## src/rtl/gbc_catc.sv

```systemverilog
// -----------------------------------------------------------------------------
// gbc_catc -- clock-enable tick scheduler for the Game Boy Color core.
//
// A fractional phase accumulator turns the system clock into the machine tick
// rate (TickRate, or 2*TickRate in double-speed mode). While the downstream
// blocks stall, ticks that could not be issued are banked as debt and replayed
// back-to-back once the stall clears.
//
// Optional feature macro: GBC_CATC_CATCHUP_EN
//   defined     : debt bank holds up to MaxDebt ticks.
//   not defined : only one tick is buffered across a stall (effective
//                 MaxDebt = 1); the debt port then only reads 0 or 1.
//
// Ports:
//   clk           system clock, the only clock
//   rst           synchronous active-high reset
//   stall         downstream not ready; suppresses ticks combinationally
//   double_speed  CGB double-speed mode; doubles the tick rate
//   clk_en_out    one-cycle-wide core clock enable per tick
//   overflow      sticky: a tick was dropped because debt was saturated
//   debt          number of currently banked ticks
//   tick_count    issued ticks, wraps modulo 2^16
// -----------------------------------------------------------------------------
module gbc_catc #(
    parameter int CoreClock = 200000000,
    parameter int TickRate  = 4194304,
    parameter int MaxDebt   = 15
) (
    input  logic                           clk,
    input  logic                           rst,
    input  logic                           stall,
    input  logic                           double_speed,
    output logic                           clk_en_out,
    output logic                           overflow,
    output logic [$clog2(MaxDebt+1)-1:0]   debt,
    output logic [15:0]                    tick_count
);

    localparam int AW = $clog2(CoreClock) + 1;
    localparam int DW = $clog2(MaxDebt + 1);

`ifdef GBC_CATC_CATCHUP_EN
    localparam int EFF_MAX = MaxDebt;
`else
    localparam int EFF_MAX = 1;
`endif

    localparam logic [AW:0]   CORE_W   = (AW+1)'(CoreClock);
    localparam logic [AW-1:0] INC_N    = AW'(TickRate);
    localparam logic [AW-1:0] INC_D    = AW'(2 * TickRate);
    localparam logic [DW-1:0] DEBT_MAX = DW'(EFF_MAX);

    // Parameter sanity: the doubled tick must stay below the system clock so
    // that at most one raw tick can occur per cycle.
    if ((2 * TickRate >= CoreClock) || (MaxDebt < 1)) begin : g_param_err
        $error("gbc_catc: need 2*TickRate < CoreClock and MaxDebt >= 1");
    end

    logic [AW-1:0] acc_r;
    logic [DW-1:0] debt_r;
    logic          overflow_r;
    logic [15:0]   tick_count_r;

    logic [AW-1:0] inc_s;
    logic [AW:0]   sum_s;
    logic [AW-1:0] acc_next_s;
    logic          raw_s;
    logic          issue_s;
    logic [DW-1:0] debt_next_s;
    logic          overflow_next_s;
    logic [15:0]   tick_count_next_s;

    // Phase accumulator: add the rate increment, wrap at CoreClock and flag a raw tick.
    always_comb begin
        inc_s      = INC_N;
        sum_s      = {(AW+1){1'b0}};
        acc_next_s = acc_r;
        raw_s      = 1'b0;
        if (double_speed) begin
            inc_s = INC_D;
        end else begin
            inc_s = INC_N;
        end
        sum_s = {1'b0, acc_r} + {1'b0, inc_s};
        if (sum_s >= CORE_W) begin
            raw_s      = 1'b1;
            acc_next_s = AW'(sum_s - CORE_W);
        end else begin
            raw_s      = 1'b0;
            acc_next_s = sum_s[AW-1:0];
        end
    end

    // Issue is combinational on the live stall so the core sees the enable in
    // the same cycle the stall drops; it is forced low while reset is held.
    assign issue_s = ~rst & ~stall & (debt_r != {DW{1'b0}});

    // Debt bank: a raw tick that cannot be issued is banked (or dropped when
    // full); an issue without a new raw tick pays one tick back.
    always_comb begin
        debt_next_s     = debt_r;
        overflow_next_s = overflow_r;
        case ({raw_s, issue_s})
            2'b10: begin
                if (debt_r < DEBT_MAX) begin
                    debt_next_s = debt_r + DW'(1'b1);
                end else begin
                    overflow_next_s = 1'b1;
                end
            end
            2'b01: begin
                debt_next_s = debt_r - DW'(1'b1);
            end
            default: begin
                debt_next_s = debt_r;
            end
        endcase
        tick_count_next_s = tick_count_r + {15'd0, issue_s};
    end

    // State registers with synchronous reset; reset discards any banked debt.
    always_ff @(posedge clk) begin
        if (rst) begin
            acc_r        <= {AW{1'b0}};
            debt_r       <= {DW{1'b0}};
            overflow_r   <= 1'b0;
            tick_count_r <= 16'd0;
        end else begin
            acc_r        <= acc_next_s;
            debt_r       <= debt_next_s;
            overflow_r   <= overflow_next_s;
            tick_count_r <= tick_count_next_s;
        end
    end

    assign clk_en_out = issue_s;
    assign overflow   = overflow_r;
    assign debt       = debt_r;
    assign tick_count = tick_count_r;

endmodule

```

## config.mk

```make
export PLATFORM = sky130hd
export DESIGN_NAME = gbc_catc
export DESIGN_NICKNAME = d
export VERILOG_FILES = /design/src/rtl/gbc_catc.sv
export SDC_FILE = /design/constraint.sdc
export NUM_CORES = 1
export LEC_CHECK = 0
export ABC_AREA = 1
export CAP_MARGIN = 20
export CORE_MARGIN = 4
export CORE_UTILIZATION = 53
export CTS_BUF_LIST = sky130_fd_sc_hd__clkbuf_2 sky130_fd_sc_hd__clkbuf_4 sky130_fd_sc_hd__clkbuf_8
export DETAILED_ROUTE_END_ITERATION = 12
export PLACE_DENSITY_LB_ADDON = 0.15
export REMOVE_ABC_BUFFERS = 1
export SYNTH_ARGS = -nofsm -noshare
export SYNTH_HDL_FRONTEND = slang
export SYNTH_SLANG_ARGS = --single-unit
```

## constraint.sdc

```tcl
create_clock -name clk -period 2.5 [get_ports clk]
set_clock_uncertainty 0.1 [all_clocks]
set_input_delay 0.5 -clock clk [delete_from_list [all_inputs] [get_ports clk]]
set_output_delay 0.5 -clock clk [all_outputs]
set_load 0.01 [all_outputs]
```

Word level (Yosys, flattened, before mapping):

Cells that the tools add are included.

* input port bits: 4
* register bits: 50
* logic and storage cells: 28
* output and inout bits: 22

* add/subtract/negate cells: 5
* equal/unequal tests: 3
* reduce and logical (&&, ||, !) cells: 4
* order comparisons: 2
* muxes and demuxes: 5
* bitwise logic cells: 5

Operators with widths (count)
* $add 29x24->30: 1
* $ge 30x28->1 const B: 1
* $mux 29: 1
* $sub 29x28->29 const B: 1
* $mux 24: 1
* $add 16x1->16: 1
* $pmux 4 s2: 1
* $add 4x1->4 const B: 1
* $lt 4x1->1 const B: 1
* $mux 4: 1
* $reduce_and 2->1: 2
* $reduce_bool 4->1: 1
* $sub 4x1->4 const B: 1
* $not 1->1: 3
* $and 1x1->1: 2
* $eq 2x1->1 const B: 1
* $eq 2x2->1 const B: 1
* $ne 2x2->1 const B: 1
* $reduce_bool 2->1: 1
* $mux 1: 1

Depth between registers and ports, before layout:

Gate-level depths: netlist of the first run.

* depth after elaboration: 7
* gate-level depth with buffers: 18
* mapped depth without buffers: 18

Worst setup path after synthesis of the first run:

Ideal clock, no wire load.

* path kind: input to register
* from: in rst
* to: reg tick_count_r[14] (netlist: tick_count[14])
* data required time: 2287 ps
* arrival: 2538 ps
* path slack: -251 ps
* stages: 13
* path through: clkbuf_1 nor2_1 and2_1 clkbuf_1 ha_1 ha_1 nand3_1 nor4_1 nand3_1 nor4_1 nand2_1 nand2_1 nor2_1

* word-level cells in the longest chain between the ends: 4

RTL lines
* start, declared: RTL line 30 `input logic rst,`
* $not 1->1: RTL line 96 `assign issue_s = ~rst & ~stall & (debt_r != {DW{1'b0}});`
* $and 1x1->1 (2 in a row): RTL line 96
* named net clk_en_out: RTL line 33 `output logic clk_en_out,`
* $add 16x1->16: RTL line 118 `tick_count_next_s = tick_count_r + {15'd0, issue_s};`
* end signal, assigned: RTL line 132 `tick_count_r <= tick_count_next_s;`
* end, declared: RTL line 62 `logic [15:0] tick_count_r;`

The timed path passes the listed nets, and every way through them passes these cells.
A chain may end at the register's enable or synchronous reset.

Worst setup path after layout of the first run:

* from: in stall
* to: out clk_en_out

* word-level cells in the longest chain between the ends: 3

RTL lines
* start, declared: RTL line 31 `input logic stall,`
* $not 1->1: RTL line 96
* $and 1x1->1 (2 in a row): RTL line 96
* end, declared: RTL line 33

No other way between the ends.

==> results of run 1 <==
==> per-stage QoR <==
stage	hold WS [ns]	TNS (ns)	std cells	area [um2]	util, %
3_3_place_gp	0.347	-14.37	428	2820	68.1
6_report	0.371	0	457	3250	78.5
2_1_floorplan	0.354	-1.68	323	2280	-
5_1_grt	0.402	-0.0918	457	3250	78.5
3_5_place_dp	0.362	-15.64	428	2820	68.1
4_1_cts	0.375	0	449	3100	74.8
==> flip-flops by register name (all words and copies together) (netlist names) <==
signal / flops
acc_r: 20
debt: 4
overflow: 1
tick_count: 16
==> critical path, stage by stage <==
cell and delay, ns:
clkdlybuf4s50_1 0.40, nor2_1 0.10, and2_4 0.16, buf_4 0.14, clkdlybuf4s50_1 0.54
==> cell usage after synthesis, drive strengths merged <==
cell type | instances | area [um2]
ha | 9 | 113
clkbuf | 5 | 18.8
o211ai | 2 | 15.0
o21ai | 24 | 120
nor4 | 2 | 12.5
nor3 | 15 | 85.1
nand4 | 3 | 18.8
and3 | 2 | 12.5
fa | 1 | 20.0
and2 | 1 | 6.26
buf | 4 | 37.5
nand2 | 67 | 287
xnor2 | 4 | 35.0
nor2 | 36 | 170
nand3 | 29 | 183
dfxtp | 41 | 821
a21oi | 28 | 144
xor2 | 1 | 8.76
a31oi | 2 | 12.5
inv | 53 | 199
o21a | 3 | 22.5
==> timing repair <==
item                                    CTS  global route
setup buffers                            14             8
resized for setup                        26            26
pin swaps                                17            17
cloned                                    0             1
hold buffers                              0             0
endpoints found under the setup margin   27            28
==> metal layers <==
metal  part of all wire (%)  routed length [um]
met4                    1.4                  80
met2                     50                2930
met3                    4.1                 242
met1                     45                2630
met5                      0                   0
==> layout by cell type (no fill, tap or decap) <==
cell type | netlist | final
nand2_1 | 57 | 52
buf_4 | 2 | 48
inv_1 | 48 | 45
dfxtp_1 | 41 | 41
a21oi_1 | 27 | 26
nor2_1 | 28 | 24
clkdlybuf4s50_1 | 0 | 23
nand3_1 | 23 | 19
o21ai_0 | 21 | 16
nand2_2 | 8 | 10
nor3_1 | 13 | 10
inv_2 | 5 | 8
o21ai_1 | 3 | 8
nand3_2 | 5 | 7
clkbuf_8 | 0 | 7
nor2_2 | 5 | 6
nor2_4 | 3 | 6
ha_1 | 9 | 6
nand2_4 | 2 | 5
nor3_2 | 2 | 5
xnor2_1 | 4 | 4
buf_6 | 2 | 4
nand4_1 | 3 | 3
nand3_4 | 1 | 3
o21a_1 | 3 | 3
a31oi_1 | 2 | 2
and3_1 | 2 | 2
a21oi_2 | 1 | 2
nor4_4 | 0 | 2
o211ai_1 | 2 | 2
ha_2 | 0 | 2
and2_4 | 0 | 1
xor2_1 | 1 | 1
fa_2 | 0 | 1
ha_4 | 0 | 1
clkinv_2 | 0 | 1
dlygate4sd2_1 | 0 | 1
==> kinds of logic (layout without fill, tap and decap cells) <==
family / after synthesis / in the layout / synth area share (%)
buf+inv: 62 / 137 / 10.9
flops: 41 / 41 / 35.1
compound gates: 59 / 59 / 13.4
xor+xnor: 5 / 5 / 1.87
simple gates: 155 / 155 / 33.1
fa+ha+maj: 10 / 10 / 5.67
==> final timing paths <==
kind	start	endpoint	slack, ns
max	stall	clk_en_out	0.07
min reg2reg	tick_count[15]	tick_count[15]	0.37
min	tick_count[15]	tick_count[15]	0.37
max reg2reg	acc_r[22]	debt[1]	0.13
==> cell type report <==
cell class                 count  area [um2]
fill                         294         892
sequential                    41         821
multi-input combinational    229        1420
clock buffer                   7        96.3
tap                           50        62.6
timing repair buffer          76         644
clock inverter                 1        5.00
inverter                      53         199
==> power groups by stage <==
stage                     registers (W)  logic [W]  clock network, W
after floorplan                0.000787   0.000362                 0
after global routing           0.000761   0.000820          0.000512
after CTS                      0.000751   0.000667          0.000496
final                          0.000754   0.000734          0.000492
after global placement         0.000763   0.000624                 0
after detailed placement       0.000764   0.000628                 0
==> impl_metrics.yaml, run 1 <==
timing:
  fin_crit_ns: 2.43
  setup_slack_ns: 0.0668
  max_freq_ghz: 0.411
  worstMarginPinSlew_ns: 0.798
  period_share_pct: 97.3
  setup_viol: 0
  slew_headroom_pct: 46.8
  hold_viol_final: 0
  slew_violations: 0
power_and_ir_drop:
  p_per_area_nw_per_um2: 609
  swShare_pct: 34.2
  power_frac_comb_pct: 37.1
  peakVddDrop_mv: 0.483
  p_int_w: 0.00130
  p_switching_w: 0.000678
  clkPwrFrac_pct: 24.9
  total_power_w: 0.00198
  power_frac_seq_pct: 38.1
  cellLeakagePower_nw: 1.38
die:
  start_util_pct: 56.5
  coreArea_um2: 4140
  fp.dieW_um: 74.5
  rows: 23
  fp.dieH_um: 74.5
  io_pins: 26
  die-area_um2: 5540
synth:
  ys_seq_area_share_pct: 35.1
  synth_cells: 332
  synth_seq_cells: 41
  postSynthAreaPerCell_um2: 7.05
  yosysUniqueCellTypes: 32
  ys_warn_count: 0
  synth_area_um2: 2340
setup_path:
  crit_arrival_ns: 1.83
  crit_fanout: 6
  worstPathRequired_ns: 1.90
  critPathLaunchType: "input port"
  reg2reg_depth: 15
  end_kind: "primary output"
  crit_type: "input port to primary output"
detailed_routing:
  dr.pass1.iters: 4
  vias_per_cell: 5.12
  drc: 0
  antenna_left: 0
  vias: 2338
  wire_per_inst_um: 12.9
  drtIter0Drc: 115
  finalWirelength_um: 5880
cts:
  clk_pin_slew_worst_paths_ns: 0.08
  clock-sinks: 41
  cts.path.max_buffers: 2
  htree_levels: 2
  numCtsBuffers: 5
  cts_tree: "built"
  cts-root-buf: "clkbuf_8"
  clock_latency_ns: 0.30
outcome:
  status: "finished, final reports clean"
layout:
  layout.nets: 420
  antenna_cells: 0
  drive_above_1_share_pct: 29.2
  area_growth_pct: 38.9
placed_design:
  gp_congestion: 0.786
  hpwlAfterDp_um: 3620
  dp_slack_ns: -0.635
  portBuffers: 25
grt:
  antenna_found_initial: 0
  grt_pass1_wl_um: 9320
  met2_usage_pct: 37.2
  grt.busiest_layer: "met2"
  first_global_vias: 2237
  grt_start_max_net_pins: 27
  track_usage_pct: 21.6
  use_met3_pct: 3.78
  grtUsageMet1_pct: 26.6
  grt_overflow: 0
min_path:
  whs_path_depth: 2
  hp-class: "flip-flop to flip-flop"
run:
  drv_cap: 0
Power figures use the tool's default switching activity.
==> inputs of run 2 (changes only) <==
--- a/config.mk
+++ b/config.mk
@@ -7,7 +7,7 @@
 export LEC_CHECK = 0
 export ABC_AREA = 1
 export CAP_MARGIN = 20
-export CORE_MARGIN = 4
+export CORE_MARGIN = 3
 export CORE_UTILIZATION = 53
 export CTS_BUF_LIST = sky130_fd_sc_hd__clkbuf_2 sky130_fd_sc_hd__clkbuf_4 sky130_fd_sc_hd__clkbuf_8
 export DETAILED_ROUTE_END_ITERATION = 12
==> run 2 against run 1 <==
Compared with the run above:
- non-clock buffer count shrank 16
- utilization shrank 2.3 points
- power shrank 0.10%
- worst hold slack gained 0.0080 ns
- fmax grew 1.9%
- first-iteration DRC count grew 37%
- flip-flop and latch count is the same
- count of clock-buffer cells in the layout shrank 2
- worst setup slack gained 0.045 ns
- critical endpoint is now tick_count[12]
- highest routed layer unchanged
==> impl_metrics.yaml, run 2 (synthesized netlist as in run 1, its figures left out) <==
outcome:
  status: "finished, final reports clean"
setup_path:
  crit_type: "flip-flop to flip-flop"
  path_cells: "inv_1 -> ha_1 -> nand2_1 -> and2_4 -> ha_4 -> ha_4 -> nand3_2 -> nor4_4 -> nand3_2 -> buf_4 -> nor2_2 -> and3_1 -> nor3_1"
  end_kind: "flip-flop"
  crit_path_top_delay_cell: "dfxtp_2"
  worstPathRequired_ns: 2.58
  path_delay_family: "simple AND/OR/NAND/NOR gates"
  path_buf_inv: 2
  crit_fanout: 3
  cpPeakStageDelay_ns: 0.34
  crit_arrival_ns: 2.46
  critPathLaunchType: "flip-flop"
die:
  coreArea_um2: 4140
  die-area_um2: 5250
  io_pins: 26
  start_util_pct: 56.5
  fp.dieH_um: 72.5
  rows: 23
  fp.dieW_um: 72.5
layout:
  area_growth_pct: 34.8
  n_fill_cell: 303
  layout.nets: 404
  multiInputGateArea_um2: 1420
  seqCellArea_um2: 822
  final_cell_mix: "nand2_1, inv_1, dfxtp_1"
  top_register: "acc_r"
  antenna_cells: 0
  final_area_um2: 3160
  drive_above_1_share_pct: 25.8
  mostFrequentLayoutCell: "nand2_1"
  final_core_util_pct: 76.2
  largest_reg_flops: 20
run:
  drv_cap: 0
timing:
  slew_violations: 0
  max_freq_ghz: 0.419
  slew_headroom_pct: 50.3
  fin_crit_ns: 2.39
  setup_viol: 0
  hold_viol_final: 0
  rsz0062_at_grt: "false"
  fin_setup_tns_ns: 0
  worstMarginPinSlew_ns: 0.745
  period_share_pct: 95.5
power_and_ir_drop:
  cellLeakagePower_nw: 1.32
  total_power_w: 0.00198
  peakVddDrop_mv: 0.537
  p_per_area_nw_per_um2: 627
cts:
  numCtsBuffers: 5
  htree_levels: 2
  cts_tree: "built"
  clock_latency_ns: 0.30
  cts.path.max_buffers: 2
  clock-sinks: 41
  cts-root-buf: "clkbuf_8"
  clk_pin_slew_worst_paths_ns: 0.09
min_path:
  hp-class: "flip-flop to flip-flop"
grt:
  track_usage_pct: 22.2
  grt_overflow: 0
  antenna_found_initial: 0
  first_global_vias: 2212
  grt_pass1_wl_um: 9350
  grt_start_max_net_pins: 27
detailed_routing:
  drtIter0Drc: 158
  drc: 0
  antenna_left: 0
  finalWirelength_um: 5470
  wire_per_inst_um: 12.4
  dr.pass1.iters: 4
  vias_per_cell: 5.06
  vias: 2232
placed_design:
  portBuffers: 25
  placed_area_um2: 2820
  hpwlAfterDp_um: 3680
  gp_congestion: 0.791
[run 2: cell types whose count changed in the layout (fill, tap and decap cells not counted), moves of 2 or more]
cell / previous run / this run
buf_4: 48 / 33
buf_6: 4 / 2
clkbuf_8: 7 / 5
clkdlybuf4s50_1: 23 / 21
dlymetal6s2s_1: 0 / 3
nand2_1: 52 / 54
nand2_4: 5 / 3
o21ai_0: 16 / 20
o21ai_1: 8 / 4
[run 2: report_power, final]
| group | total, W | internal [W] | switching [W] |
|---|---|---|---|
| sequential | 0.000759 | 0.000711 | 0.0000485 |
| clock | 0.000548 | 0.000299 | 0.000249 |
| combinational | 0.000672 | 0.000307 | 0.000365 |
| total | 0.00198 | 0.00132 | 0.000662 |
[run 2: worst paths after layout]
check | cells past startpoint | slack, ns | end | from
hold / removal | 2 | 0.38 | tick_count[15] | tick_count[15]
setup reg to reg | 13 | 0.11 | tick_count[12] | debt[0]
setup / recovery | 13 | 0.11 | tick_count[12] | debt[0]
hold reg to reg | 2 | 0.38 | tick_count[15] | tick_count[15]
[run 2: cell type report]
type / instances / share of cell area [%]
tap: 50 / 1.98
timing repair buffer: 60 / 17.0
sequential: 41 / 26.0
clock inverter: 3 / 1.47
clock buffer: 5 / 2.18
multi-input combinational: 229 / 45.0
inverter: 53 / 6.30
[run 2: repair_timing]
action	in CTS	in global routing
resized for setup	21	25
setup buffers	4	3
cloned	0	0
hold buffers	0	0
endpoints found under the setup margin	27	30
pin swaps	10	18
[run 2: per-stage QoR]
step / hold WS [ns] / setup slack, ns / instances
after floorplan: 0.354 / -0.139 / 323
after global placement: 0.348 / -0.557 / 426
after detailed placement: 0.365 / -0.653 / 426
after CTS: 0.381 / 0.0106 / 438
after global routing: 0.418 / 0.00420 / 441
final: 0.379 / 0.112 / 441
[run 2: worst reg2reg max path: stages (launching register included)]
cell	delay, ns
dfxtp_2	0.34
inv_1	0.07
ha_1	0.19
nand2_1	0.06
and2_4	0.16
ha_4	0.16
ha_4	0.13
nand3_2	0.11
nor4_4	0.33
nand3_2	0.16
buf_4	0.17
nor2_2	0.10
and3_1	0.15
nor3_1	0.05
[run 2: layer usage]
metal	track usage, %	routed length, um	vias up	part of all wire (%)
li1	-	-	1189	-
met1	29.3	2480	991	45
met2	37.3	2710	44	49
met3	4.16	193	8	3.5
met4	5.74	89	0	1.6
met5	0	0	-	0
